### config.mk
export PLATFORM = sky130hd
export DESIGN_NAME = iterative_alu
export DESIGN_NICKNAME = d
export VERILOG_FILES = /design/src/rtl/alu_pkg.sv /design/src/rtl/alu_muldiv_core.sv /design/src/rtl/iterative_alu.sv
export SDC_FILE = /design/constraint.sdc
export NUM_CORES = 1
export LEC_CHECK = 0
export ABC_AREA = 1
export BUFFER_PORTS_ARGS = -buffer_cell sky130_fd_sc_hd__clkbuf_2
export CORE_MARGIN = 5
export CORE_UTILIZATION = 59
export CTS_BUF_LIST = sky130_fd_sc_hd__clkbuf_8
export DETAILED_ROUTE_END_ITERATION = 10
export PLACE_DENSITY = 0.79
export SLEW_MARGIN = 20
export SYNTH_ARGS = -nofsm -noshare
export SYNTH_HDL_FRONTEND = slang
export SYNTH_SLANG_ARGS = --single-unit
### constraint.sdc
create_clock -name clk -period 3.1 [get_ports clk]
set_clock_uncertainty 0.1 [all_clocks]
set_input_delay 0.465 -clock clk [delete_from_list [all_inputs] [get_ports clk]]
set_output_delay 0.465 -clock clk [all_outputs]
set_load 0.02 [all_outputs]
### src/rtl/alu_pkg.sv
// Shared constants for the iterative ALU: opcodes, FSM states
// and the divide-by-zero quotient.
package alu_pkg;

  localparam logic [3:0] OP_ADD   = 4'h0;
  localparam logic [3:0] OP_SUB   = 4'h1;
  localparam logic [3:0] OP_MUL   = 4'h2;
  localparam logic [3:0] OP_SLL   = 4'h3;
  localparam logic [3:0] OP_SLT   = 4'h4;
  localparam logic [3:0] OP_XOR   = 4'h5;
  localparam logic [3:0] OP_SRL   = 4'h6;
  localparam logic [3:0] OP_OR    = 4'h7;
  localparam logic [3:0] OP_AND   = 4'h8;
  localparam logic [3:0] OP_SRA   = 4'h9;
  localparam logic [3:0] OP_SLTU  = 4'hA;
  localparam logic [3:0] OP_MULHU = 4'hB;
  localparam logic [3:0] OP_DIVU  = 4'hC;
  localparam logic [3:0] OP_REMU  = 4'hD;

  typedef enum logic [1:0] {
    S_IDLE = 2'd0,
    S_MUL  = 2'd1,
    S_DIV  = 2'd2,
    S_DONE = 2'd3
  } alu_state_e;

  localparam int MAX_LENGTH = 64;
  localparam logic [MAX_LENGTH-1:0] DIV_BY_ZERO_Q = '1;

endpackage

### src/rtl/alu_muldiv_core.sv
// Bit-serial datapath shared by unsigned multiply (shift-add)
// and unsigned restoring division; one bit per step.
module alu_muldiv_core import alu_pkg::*; #(
  parameter int LENGTH = 32,
  parameter int SHW    = $clog2(LENGTH)
) (
  input  logic              clk,
  input  logic              rst_n,
  input  logic              start,
  input  logic              step,
  input  logic              div_mode,
  input  logic              sel_hi,
  input  logic [LENGTH-1:0] a,
  input  logic [LENGTH-1:0] b,
  output logic              last,
  output logic [LENGTH-1:0] result
);

  logic [SHW-1:0]      cnt_q;
  logic [2*LENGTH-1:0] acc_q, acc_d;
  logic [LENGTH-1:0]   sreg_q, sreg_d;
  logic [LENGTH-1:0]   opnd_q;
  logic [LENGTH:0]     sum;
  logic [LENGTH:0]     rem_sh;
  logic                geq;

  assign last = step && (cnt_q == SHW'(LENGTH-1));

  // Division keeps the partial remainder in the low half of acc.
  always_comb begin
    acc_d  = acc_q;
    sreg_d = sreg_q;
    sum    = {1'b0, acc_q[2*LENGTH-1:LENGTH]}
           + {1'b0, (sreg_q[0] ? opnd_q : {LENGTH{1'b0}})};
    rem_sh = {acc_q[LENGTH-1:0], sreg_q[LENGTH-1]};
    geq    = rem_sh >= {1'b0, opnd_q};
    if (div_mode) begin
      sreg_d = {sreg_q[LENGTH-2:0], geq};
      if (geq)
        acc_d = {{LENGTH{1'b0}}, rem_sh[LENGTH-1:0] - opnd_q};
      else
        acc_d = {{LENGTH{1'b0}}, rem_sh[LENGTH-1:0]};
    end else begin
      acc_d  = {sum, acc_q[LENGTH-1:1]};
      sreg_d = sreg_q >> 1;
    end
  end

  always_comb begin
    result = '0;
    if (div_mode) begin
      if (sel_hi)
        result = acc_d[LENGTH-1:0];
      else if (opnd_q == '0)
        result = DIV_BY_ZERO_Q[LENGTH-1:0];
      else
        result = sreg_d;
    end else begin
      result = sel_hi ? acc_d[2*LENGTH-1:LENGTH]
                      : acc_d[LENGTH-1:0];
    end
  end

  always_ff @(posedge clk or negedge rst_n) begin
    if (!rst_n) begin
      cnt_q  <= '0;
      acc_q  <= '0;
      sreg_q <= '0;
      opnd_q <= '0;
    end else if (start) begin
      cnt_q  <= '0;
      acc_q  <= '0;
      sreg_q <= a;
      opnd_q <= b;
    end else if (step) begin
      cnt_q  <= cnt_q + 1'b1;
      acc_q  <= acc_d;
      sreg_q <= sreg_d;
    end
  end

endmodule

### src/rtl/iterative_alu.sv
// Non-pipelined ALU: simple ops finish in one cycle, multiply
// and divide iterate one bit per cycle in the shared core.
module iterative_alu import alu_pkg::*; #(
  parameter int LENGTH = 32,
  parameter int SHW    = $clog2(LENGTH)
) (
  input  logic              clk,
  input  logic              rst_n,
  input  logic              i_valid,
  output logic              o_ready,
  input  logic [LENGTH-1:0] i_a,
  input  logic [LENGTH-1:0] i_b,
  input  logic [3:0]        i_control,
  output logic              o_valid,
  input  logic              i_ready,
  output logic [LENGTH-1:0] o_result,
  output logic              o_alu_zero
);

  alu_state_e        state_q, state_d;
  logic [3:0]        op_q;
  logic              accept;
  logic              is_mul, is_div;
  logic              md_start, md_last, sel_hi;
  logic [LENGTH-1:0] md_result;
  logic [LENGTH-1:0] simple;
  logic [SHW-1:0]    shamt;

  assign shamt    = i_b[SHW-1:0];
  assign is_mul   = (i_control == OP_MUL) || (i_control == OP_MULHU);
  assign is_div   = (i_control == OP_DIVU) || (i_control == OP_REMU);
  assign sel_hi   = (op_q == OP_MULHU) || (op_q == OP_REMU);
  assign md_start = accept && (is_mul || is_div);
  assign o_ready  = (state_q == S_IDLE);
  assign o_valid  = (state_q == S_DONE);

  always_comb begin
    simple = '0;
    case (i_control)
      OP_ADD:  simple = i_a + i_b;
      OP_SUB:  simple = i_a - i_b;
      OP_SLL:  simple = i_a << shamt;
      OP_SLT:  simple = {{(LENGTH-1){1'b0}},
                         $signed(i_a) < $signed(i_b)};
      OP_XOR:  simple = i_a ^ i_b;
      OP_SRL:  simple = i_a >> shamt;
      OP_OR:   simple = i_a | i_b;
      OP_AND:  simple = i_a & i_b;
      OP_SRA:  simple = $unsigned($signed(i_a) >>> shamt);
      OP_SLTU: simple = {{(LENGTH-1){1'b0}}, i_a < i_b};
      default: simple = '0;
    endcase
  end

  always_comb begin
    state_d = state_q;
    accept  = 1'b0;
    unique case (state_q)
      S_IDLE: begin
        if (i_valid) begin
          accept = 1'b1;
          unique case (1'b1)
            is_mul:  state_d = S_MUL;
            is_div:  state_d = S_DIV;
            default: state_d = S_DONE;
          endcase
        end
      end
      S_MUL, S_DIV: if (md_last) state_d = S_DONE;
      S_DONE:       if (i_ready) state_d = S_IDLE;
      default:      state_d = S_IDLE;
    endcase
  end

  always_ff @(posedge clk or negedge rst_n) begin
    if (!rst_n) begin
      state_q    <= S_IDLE;
      op_q       <= '0;
      o_result   <= '0;
      o_alu_zero <= 1'b0;
    end else begin
      state_q <= state_d;
      if (accept) op_q <= i_control;
      if (accept && !md_start) begin
        o_result   <= simple;
        o_alu_zero <= (simple == '0);
      end else if (md_last) begin
        o_result   <= md_result;
        o_alu_zero <= (md_result == '0);
      end
    end
  end

  alu_muldiv_core #(
    .LENGTH (LENGTH),
    .SHW    (SHW)
  ) u_core (
    .clk      (clk),
    .rst_n    (rst_n),
    .start    (md_start),
    .step     ((state_q == S_MUL) || (state_q == S_DIV)),
    .div_mode (state_q == S_DIV),
    .sel_hi   (sel_hi),
    .a        (i_a),
    .b        (i_b),
    .last     (md_last),
    .result   (md_result)
  );

endmodule

==> metrics, run 1 <==
htree depth=4; synth unique cells=63; routability cong.=1.26; Synth top area share=20.9%; IO buf count=approximately 110; Synth Area in Compound Gates=between 20% and 30%; EDFF count, synth=0; CTS max path bufs=2; cts bufs inserted=17; Net Count, Synth=between 4,000 and 5,000; number of synthesized register bits=approximately 170; Sink Count=about 170; clk root buf=clkbuf_8; worst_ep grt=o_alu_zero$_DFFE_PN0P_/D; detailed placement HPWL=between 90,000 and 100,000 um; Row Count=72; Die Wd=208 um; outcome=aborted with a tool error; Synth area leader=nand2_1; total grt overflow=roughly 200; post-synthesis adder-cell area fraction=a little under a tenth; top-count cell post-synth=nand2_1; Tot GR Track Use=between 70 and 80%; Synth Area in Simple Gates=between 30% and 40%; Avg Cell Area, Syn=between 5 and 6 um2; sequential share of the synthesized area=18.5%; top cells by count, synth=1,295 x nand2_1, 493 x inv_1, 383 x o21ai_0; # IOs=107; Starting Density=roughly three fifths; Halt Stage=global routing; asr flop ratio synth=100%; Syn Std Cell Area=roughly 0.023 mm2; Cells after Synth=between 4,000 and 5,000; Placed Instances=between 5,000 and 6,000; Synth area leaders=nand2_1 21%, dfrtp_1 19%, ha_1 9.1%, o21ai_0 8.3%, inv_1 8.0%; ys flop type=dfrtp_1; proportion of synthesized area in mux cells=less than 1%; Placed Instance Area=about 0.031 mm2; Tool Error=[ERROR GRT-0232] Routing congestion too high. Check the congestion heatmap in the GUI.; Worst End Pin Type=register data pin; Die Ht=around 210 um; XOR/XNOR Fraction of Synth Area=less than 1%; pin count of the biggest net entering global routing=between 90 and 100; combinational family with the most area after synthesis=simple AND/OR/NAND/NOR gates; Yosys warning count=0
## logic make-up after synthesis
| group | count (synthesis) |
|---|---|
| flip-flops | 172 |
| adder cells (fa/ha/maj) | 173 |
| AND/OR/NAND/NOR | 2129 |
| multiplexers | 9 |
| buffers and inverters | 678 |
| XOR/XNOR | 17 |
| AO/OA/AOI/OAI | 870 |
## per-stage QoR
stage	TNS, ns	util (%)	setup slack [ns]
after floorplan	0	-	0.00566
after global placement	-1.60	79.5	-0.506
after detailed placement	-2.41	79.5	-0.496
after CTS	-0.0746	83.8	-0.0746
## layer usage
metal / global-route usage [%] / GRT overflow
met1: 77.3 / 5
met2: 92.7 / 108
met3: 64.9 / 4
met4: 76.7 / 87
met5: 29.4 / 0
## what timing repair did
item,in CTS
pin swaps,37
setup buffers,30
gates resized for setup,220
endpoints found under the setup margin,20
endpoints found under the hold margin,46
gates cloned,2
hold buffers,1
==> inputs of run 2 (changes only) <==
--- a/config.mk
+++ b/config.mk
@@ -8,10 +8,9 @@
 export ABC_AREA = 1
 export BUFFER_PORTS_ARGS = -buffer_cell sky130_fd_sc_hd__clkbuf_2
 export CORE_MARGIN = 5
-export CORE_UTILIZATION = 59
-export CTS_BUF_LIST = sky130_fd_sc_hd__clkbuf_8
+export CORE_UTILIZATION = 40
 export DETAILED_ROUTE_END_ITERATION = 10
-export PLACE_DENSITY = 0.79
+export PLACE_DENSITY_LB_ADDON = 0.15
 export SLEW_MARGIN = 20
 export SYNTH_ARGS = -nofsm -noshare
 export SYNTH_HDL_FRONTEND = slang
==> constraint.sdc (replaced) <==
create_clock -name clk -period 4.05 [get_ports clk]
set_clock_uncertainty 0.1 [all_clocks]
set_input_delay 0.6075 -clock clk [delete_from_list [all_inputs] [get_ports clk]]
set_output_delay 0.6075 -clock clk [all_outputs]
set_load 0.02 [all_outputs]
==> run 2 against run 1 <==
The run now ends clean; synthesized cell count did not move; synthesized area did not move.
==> metrics, run 2 <==
postcts setup bufs=0; Final Cycle Share=a little over nine tenths; Worst-Margin Slew=slightly above 1 ns; HP Class=input pin to async pin; CP max FO=32; Leakage=14.2 nW; Hold Fails Final Rpt=0; cts bufs inserted=17; Die Ht=about 250 um; later-pin clock latency in the skew report=0.50 ns; first-pass GRT wire length=around 180,000 um; top-count cell post-synth=nand2_1; TritonCTS clock tree=done; htree depth=4; critical path arrival=between 4 and 5 ns; detailed placement HPWL=103,000 um; crit path capture type=flop; Core Footprint=roughly 0.058 mm2; antenna violations before repair=3; Slew Viols, Final=0; Synth area leader=nand2_1; Placed Instance Area=~0.026 mm2; critical path class=flop to flop; min Tclk post-route=a little under 4 ns; Placed Instances=about 5,000; Avg Cell Area, Syn=5.73 um2; Sink Count=approximately 170; ys flop type=dfrtp_1; Reg2Reg Setup Slack=~0.15 ns; setup TNS=0 ns; die area=approximately 0.063 mm2; CTS max path bufs=2; Synth top area share=a little over a fifth; filler cell count=approximately 6,500; max reg flops=between 60 and 70; routability cong.=1.13; Place WS=-0.198 ns; R2R Path End=o_alu_zero; asr flop ratio synth=between 90% and 100%; setup ws final=between 0.15 and 0.2 ns; routed wire length=around 120,000 um; Yosys warning count=0; clock-pin slew on the worst setup and hold paths=0.10 ns; Cells after Synth=just over 4,000; VDD IR max=slightly above 0.5 mV; commonest non-fill, non-tap cell in the layout=nand2_1; CP required=4.39 ns; total power=17.7 mW; reg2reg path depth=21; EDFF count, synth=0; Synth area leaders=nand2_1 21%, dfrtp_1 19%, ha_1 9.1%, o21ai_0 8.3%, inv_1 8.0%; layout cells sized above 1=between 10% and 20%; Net Count, Synth=approximately 4,300; fmax=257 MHz; # IOs=~110; largest register by flop count=u_core.acc_q; Layout area overhead=14.3%; nets@finish=4,493; via count of the first global-routing pass=approximately 28,000; top cells by count, synth=1,295 x nand2_1, 493 x inv_1, 383 x o21ai_0; pin count of the biggest net entering global routing=75; Tot GR Track Use=about 38%; drt via density=around 5.7; Power Dens Cells=between 600 and 700 mW/mm2; max cap viols=0; Detail Route Antenna Nets=0; via count=roughly 29,000; outcome=finished clean; critical path startpoint category=flop; synth unique cells=between 60 and 70; Detailed Route Iter0 Violations=3,199; total grt overflow=0; most frequent cells in the layout=1,294 x nand2_1, 490 x inv_1, 382 x o21ai_0, 328 x nand3_1, 320 x nor2_1; routed len/inst=approximately 25 um; IO buf count=106; drt first pass iters=6; Syn Std Cell Area=approximately 0.023 mm2; Starting Density=between 40 and 50%; design area=0.0265 mm2; Die Wd=roughly 250 um; Worst slew margin=about a third; Non-Filler Instances=approximately 5,000; drt drc=0; sequential share of the synthesized area=between 10% and 20%; clk root buf=clkbuf_16; R2R Path Start=u_core.sreg_q[0]; setup violators final=0; number of synthesized register bits=172; RSZ-0062 raised after global routing=no; Row Count=approximately 90
run 2: timing repair:
action / in CTS / in global routing
hold buffers: 0 / 0
endpoints found under the hold margin: 0 / 0
gates resized for setup: 0 / 2
endpoints found under the setup margin: 0 / 1
run 2: worst max path at each step:
| stage | startpoint | end |
|---|---|---|
| after global placement | i_a[6] | o_alu_zero |
| final | u_core.sreg_q[0] | o_alu_zero |
| after floorplan | i_b[4] | o_alu_zero |
| after detailed placement | i_a[6] | o_alu_zero |
| after global routing | u_core.sreg_q[0] | o_alu_zero |
| after CTS | u_core.sreg_q[0] | o_alu_zero |
run 2: area by class of cell:
class	instances	area, um2	share of cell area [%]
multi-input combinational	3198	16300	61.3
sequential	172	4300	16.2
timing repair buffer	355	2480	9.36
inverter	504	1890	7.13
tap	765	957	3.61
clock buffer	17	425	1.60
clock inverter	15	209	0.787
antenna	1	2.50	0.00943
run 2: power breakdown:
| part | switching [mW] | leakage, nW | internal (mW) |
|---|---|---|---|
| sequential | 0.704 | 2.24 | 2.40 |
| clock | 0.964 | 0.303 | 0.855 |
| combinational | 8.80 | 11.7 | 4.00 |
run 2: kinds of logic (layout without fill, tap and decap cells):
family	count (synthesis)	count (layout)	synth area share, %
adder cells (fa/ha/maj)	173	173	9.46
buffers and inverters	678	891	11.6
AO/OA/AOI/OAI	870	870	20.9
XOR/XNOR	17	17	0.642
multiplexers	9	9	0.388
other	0	1	0
AND/OR/NAND/NOR	2129	2129	38.5
flip-flops	172	172	18.5
run 2: metrics by stage:
stage / hold WS, ns / util, %
5_1_grt: 0.0677 / 46.1
3_5_place_dp: 0.374 / 45.0
3_3_place_gp: 0.361 / 45.0
6_report: 0.0164 / 46.1
4_1_cts: 0.0414 / 46.1
2_1_floorplan: 0.212 / -
run 2: worst max-delay path: stages (launching register included):
cell,delay [ns]
dfrtp_1,0.43
buf_12,0.19
nand2_1,0.09
inv_1,0.04
ha_1,0.34
nand2_1,0.13
o21ai_0,0.30
nor2_1,0.11
o21ai_0,0.38
nand2_1,0.17
nand2_1,0.19
nand2_1,0.09
nand4_1,0.16
nand3_1,0.28
nor2_1,0.22
nand3_1,0.09
nor2_1,0.11
buf_4,0.16
nand3_1,0.08
nand2_1,0.06
nand2_1,0.05
nand2_1,0.05
run 2: routing by layer:
| metal | track usage [%] | vias up | wire length (um) |
|---|---|---|---|
| li1 | - | 13700 | - |
| met1 | 46.6 | 13400 | 47800 |
| met2 | 61.8 | 1427 | 55800 |
| met3 | 5.07 | 332 | 9160 |
| met4 | 25.3 | 4 | 10400 |
| met5 | 0 | - | 40 |
Note: power is estimated with default switching activity, not from simulation.
==> inputs of run 3 (changes only) <==
--- a/config.mk
+++ b/config.mk
@@ -7,8 +7,9 @@
 export LEC_CHECK = 0
 export ABC_AREA = 1
 export BUFFER_PORTS_ARGS = -buffer_cell sky130_fd_sc_hd__clkbuf_2
-export CORE_MARGIN = 5
-export CORE_UTILIZATION = 40
+export CELL_PAD_IN_SITES_DETAIL_PLACEMENT = 2
+export CELL_PAD_IN_SITES_GLOBAL_PLACEMENT = 2
+export CORE_UTILIZATION = 34
 export DETAILED_ROUTE_END_ITERATION = 10
 export PLACE_DENSITY_LB_ADDON = 0.15
 export SLEW_MARGIN = 20
==> run 3 against run 2 <==
The run now ends with negative setup slack left; routed wire length increased by 23%; via count increased by 6.1%; global-route usage increased by 4.9 points; power increased by 11%; sequential cell count unchanged; final cell count increased by 3.8%; count of clock-buffer cells in the layout increased by 3; critical path depth increased by 3; setup slack got worse by 0.19 ns; combinational power increased by 13%; clock power increased by 5%; register-to-register slack got worse by 0.19 ns; highest routed layer unchanged.
==> metrics, run 3 (synthesis results as in run 2) <==
Slew Viols, Final=0; cts bufs inserted=17; first-pass GRT wire length=around 220,000 um; detailed placement HPWL=124,000 um; Sink Count=172; failing checks=negative setup slack; critical path class=flop to flop; slowest cell on the critical path=dfrtp_1; HP Class=input pin to async pin; Worst slew margin=a little under a fifth; proportion of power drawn by flip-flops and latches=around 17%; later-pin clock latency in the skew report=~0.51 ns; outcome=finished, violations left; drt drc=0; htree depth=4; Logic pwr share=73.6%; # IOs=107; routed wire length=approximately 150,000 um; Power Dens Cells=715 mW/mm2; via count of the first global-routing pass=32,400; routed len/inst=just under 30 um; WP buf/inv=5; Detail Route Antenna Nets=0; min Tclk post-route=roughly 4.1 ns; Reg2Reg Setup Slack=-0.04 ns; Core Footprint=0.0674 mm2; design area=~0.028 mm2; filler cell count=around 8,600; Placed Instances=approximately 5,200; R2R Path Start=u_core.opnd_q[27]; Tot GR Track Use=between 40% and 50%; Die Wd=approximately 260 um; total grt overflow=0; fmax=between 200 and 250 MHz; switching share of total power=60.6%; slowest stage delay, CP=0.48 ns; Crit. path cell count=24; Leakage=14.6 nW; setup ws final=-0.0380 ns; Hold Fails Final Rpt=0; Place WS=-0.381 ns; Clk network pwr share=roughly a tenth; Internal Power=a little under 8 mW; max reg flops=64; clock-pin slew on the worst setup and hold paths=0.08 ns; CP max FO=18; total power=~20 mW; layout cells sized above 1=13.5%; post-layout util=~41%; reg2reg path depth=24; setup violators final=1; via count=just over 30,000; routability cong.=1.05; crit path cell chain=inv_1 > ha_1 > nand2_2 > inv_2 > nand2_1 > nand2_1 > a21oi_1 > nand2_1 > nor2_4 > buf_12 > buf_6 > nand3_1 > nand3_2 > o211ai_1 > nand2_1 > nand2_1 > nor2_1 > buf_4 > nand3_1 > nor2_1 > nand3_1 > nand2_1 > nand2_1 > nand2_1; die area=around 0.069 mm2; drt via density=between 5 and 6; most frequent cells in the layout=1,292 x nand2_1, 487 x inv_1, 378 x o21ai_0, 324 x nand3_1, 316 x buf_4; critical path startpoint category=flop; CP required=between 4 and 5 ns; TritonCTS clock tree=done; largest register by flop count=u_core.acc_q; nets@finish=~4,600; critical path arrival=~4.4 ns; clk root buf=clkbuf_16; Detailed Route Iter0 Violations=about 2,400; Placed Instance Area=approximately 0.027 mm2; pin count of the biggest net entering global routing=97; critical path's top delay family=simple AND/OR/NAND/NOR gates; max cap viols=0; antenna violations before repair=5; CTS max path bufs=2; number of hold buffers added after CTS=0; Layout area overhead=18.5%; Crit path top cell by count=nand2_1; IO buf count=~110; VDD IR max=0.506 mV; crit path capture type=flop; Starting Density=roughly a third; Final Cycle Share=101%; drt first pass iters=5; Die Ht=263 um; Non-Filler Instances=5,216; Worst-Margin Slew=approximately 1.2 ns; CP startpoint=u_core.opnd_q[27]; Row Count=95; commonest non-fill, non-tap cell in the layout=nand2_1; NetSw=around 12 mW
## run 3: cell types whose count changed in the layout (fill, tap and decap cells not counted), moves of 5 or more
cell      delta
buf_4       +73
dfrtp_1     -10
dfrtp_2     +10
ha_1         -9
clkinv_8     -7
ha_2         +7
nor2_1       -6
buf_12       +5
## run 3: area by class of cell
class / count / area, um2 / area share [%]
Antenna cell: 1 / 2.50 / 0.00910
Clock buffer: 20 / 457 / 1.66
Clock inverter: 12 / 173 / 0.628
Inverter: 504 / 1890 / 6.88
Multi-Input combinational cell: 3200 / 16400 / 59.7
Sequential cell: 172 / 4320 / 15.7
Tap cell: 873 / 1090 / 3.97
Timing Repair Buffer: 434 / 3140 / 11.4
## run 3: per-layer routing
metal | GRT usage, % | vias to the layer above | share of wire [%] | routed length [um]
li1 | - | 13800 | - | -
met1 | 50.5 | 15500 | 41 | 61500
met2 | 70.2 | 986 | 46 | 68800
met3 | 5.36 | 394 | 4.6 | 6910
met4 | 33.3 | 4 | 9.1 | 13800
met5 | 0 | - | 0.015 | 22
## run 3: worst paths after layout
check	endpoint
max in group asynchronous	u_core.opnd_q[7]
worst max-delay path	o_alu_zero
min in group clk	u_core.opnd_q[7]
worst min register to register	u_core.acc_q[34]
worst max register to register	o_alu_zero
worst min-delay path	u_core.acc_q[60]
## run 3: repair_timing
| action | 4_1_cts | 5_1_grt |
|---|---|---|
| setup endpoints to repair | 1 | 1 |
| gates cloned | 0 | 2 |
| setup buffers | 0 | 7 |
| resized for setup | 6 | 47 |
| pin swaps | 0 | 3 |
## run 3: worst reg2reg max path, stage by stage (launching register included)
cell and delay [ns]:
dfrtp_1 0.48, inv_1 0.17, ha_1 0.43, nand2_2 0.14, inv_2 0.07, nand2_1 0.09
nand2_1 0.08, a21oi_1 0.21, nand2_1 0.14, nor2_4 0.16, buf_12 0.14, buf_6 0.21
nand3_1 0.13, nand3_2 0.12, o211ai_1 0.25, nand2_1 0.14, nand2_1 0.09, nor2_1 0.12
buf_4 0.12, nand3_1 0.07, nor2_1 0.20, nand3_1 0.17, nand2_1 0.11, nand2_1 0.05
nand2_1 0.05
## run 3: power by group through the flow
stage | Sequential, mW | Combinational [mW] | Clock, mW
after global routing | 3.27 | 15.4 | 1.98
after CTS | 3.21 | 13.7 | 1.93
final | 3.27 | 14.5 | 1.92
after detailed placement | 3.22 | 13.5 | 0
after global placement | 3.18 | 13.1 | 0
after floorplan | 2.96 | 7.98 | 0
## run 3: metrics by stage
step	TNS [ns]	hold slack (ns)
2_1_floorplan	0	0.212
3_3_place_gp	-0.328	0.365
3_5_place_dp	-0.381	0.381
4_1_cts	0	0.0701
5_1_grt	-0.0438	0.0608
6_report	-0.0380	0.00111
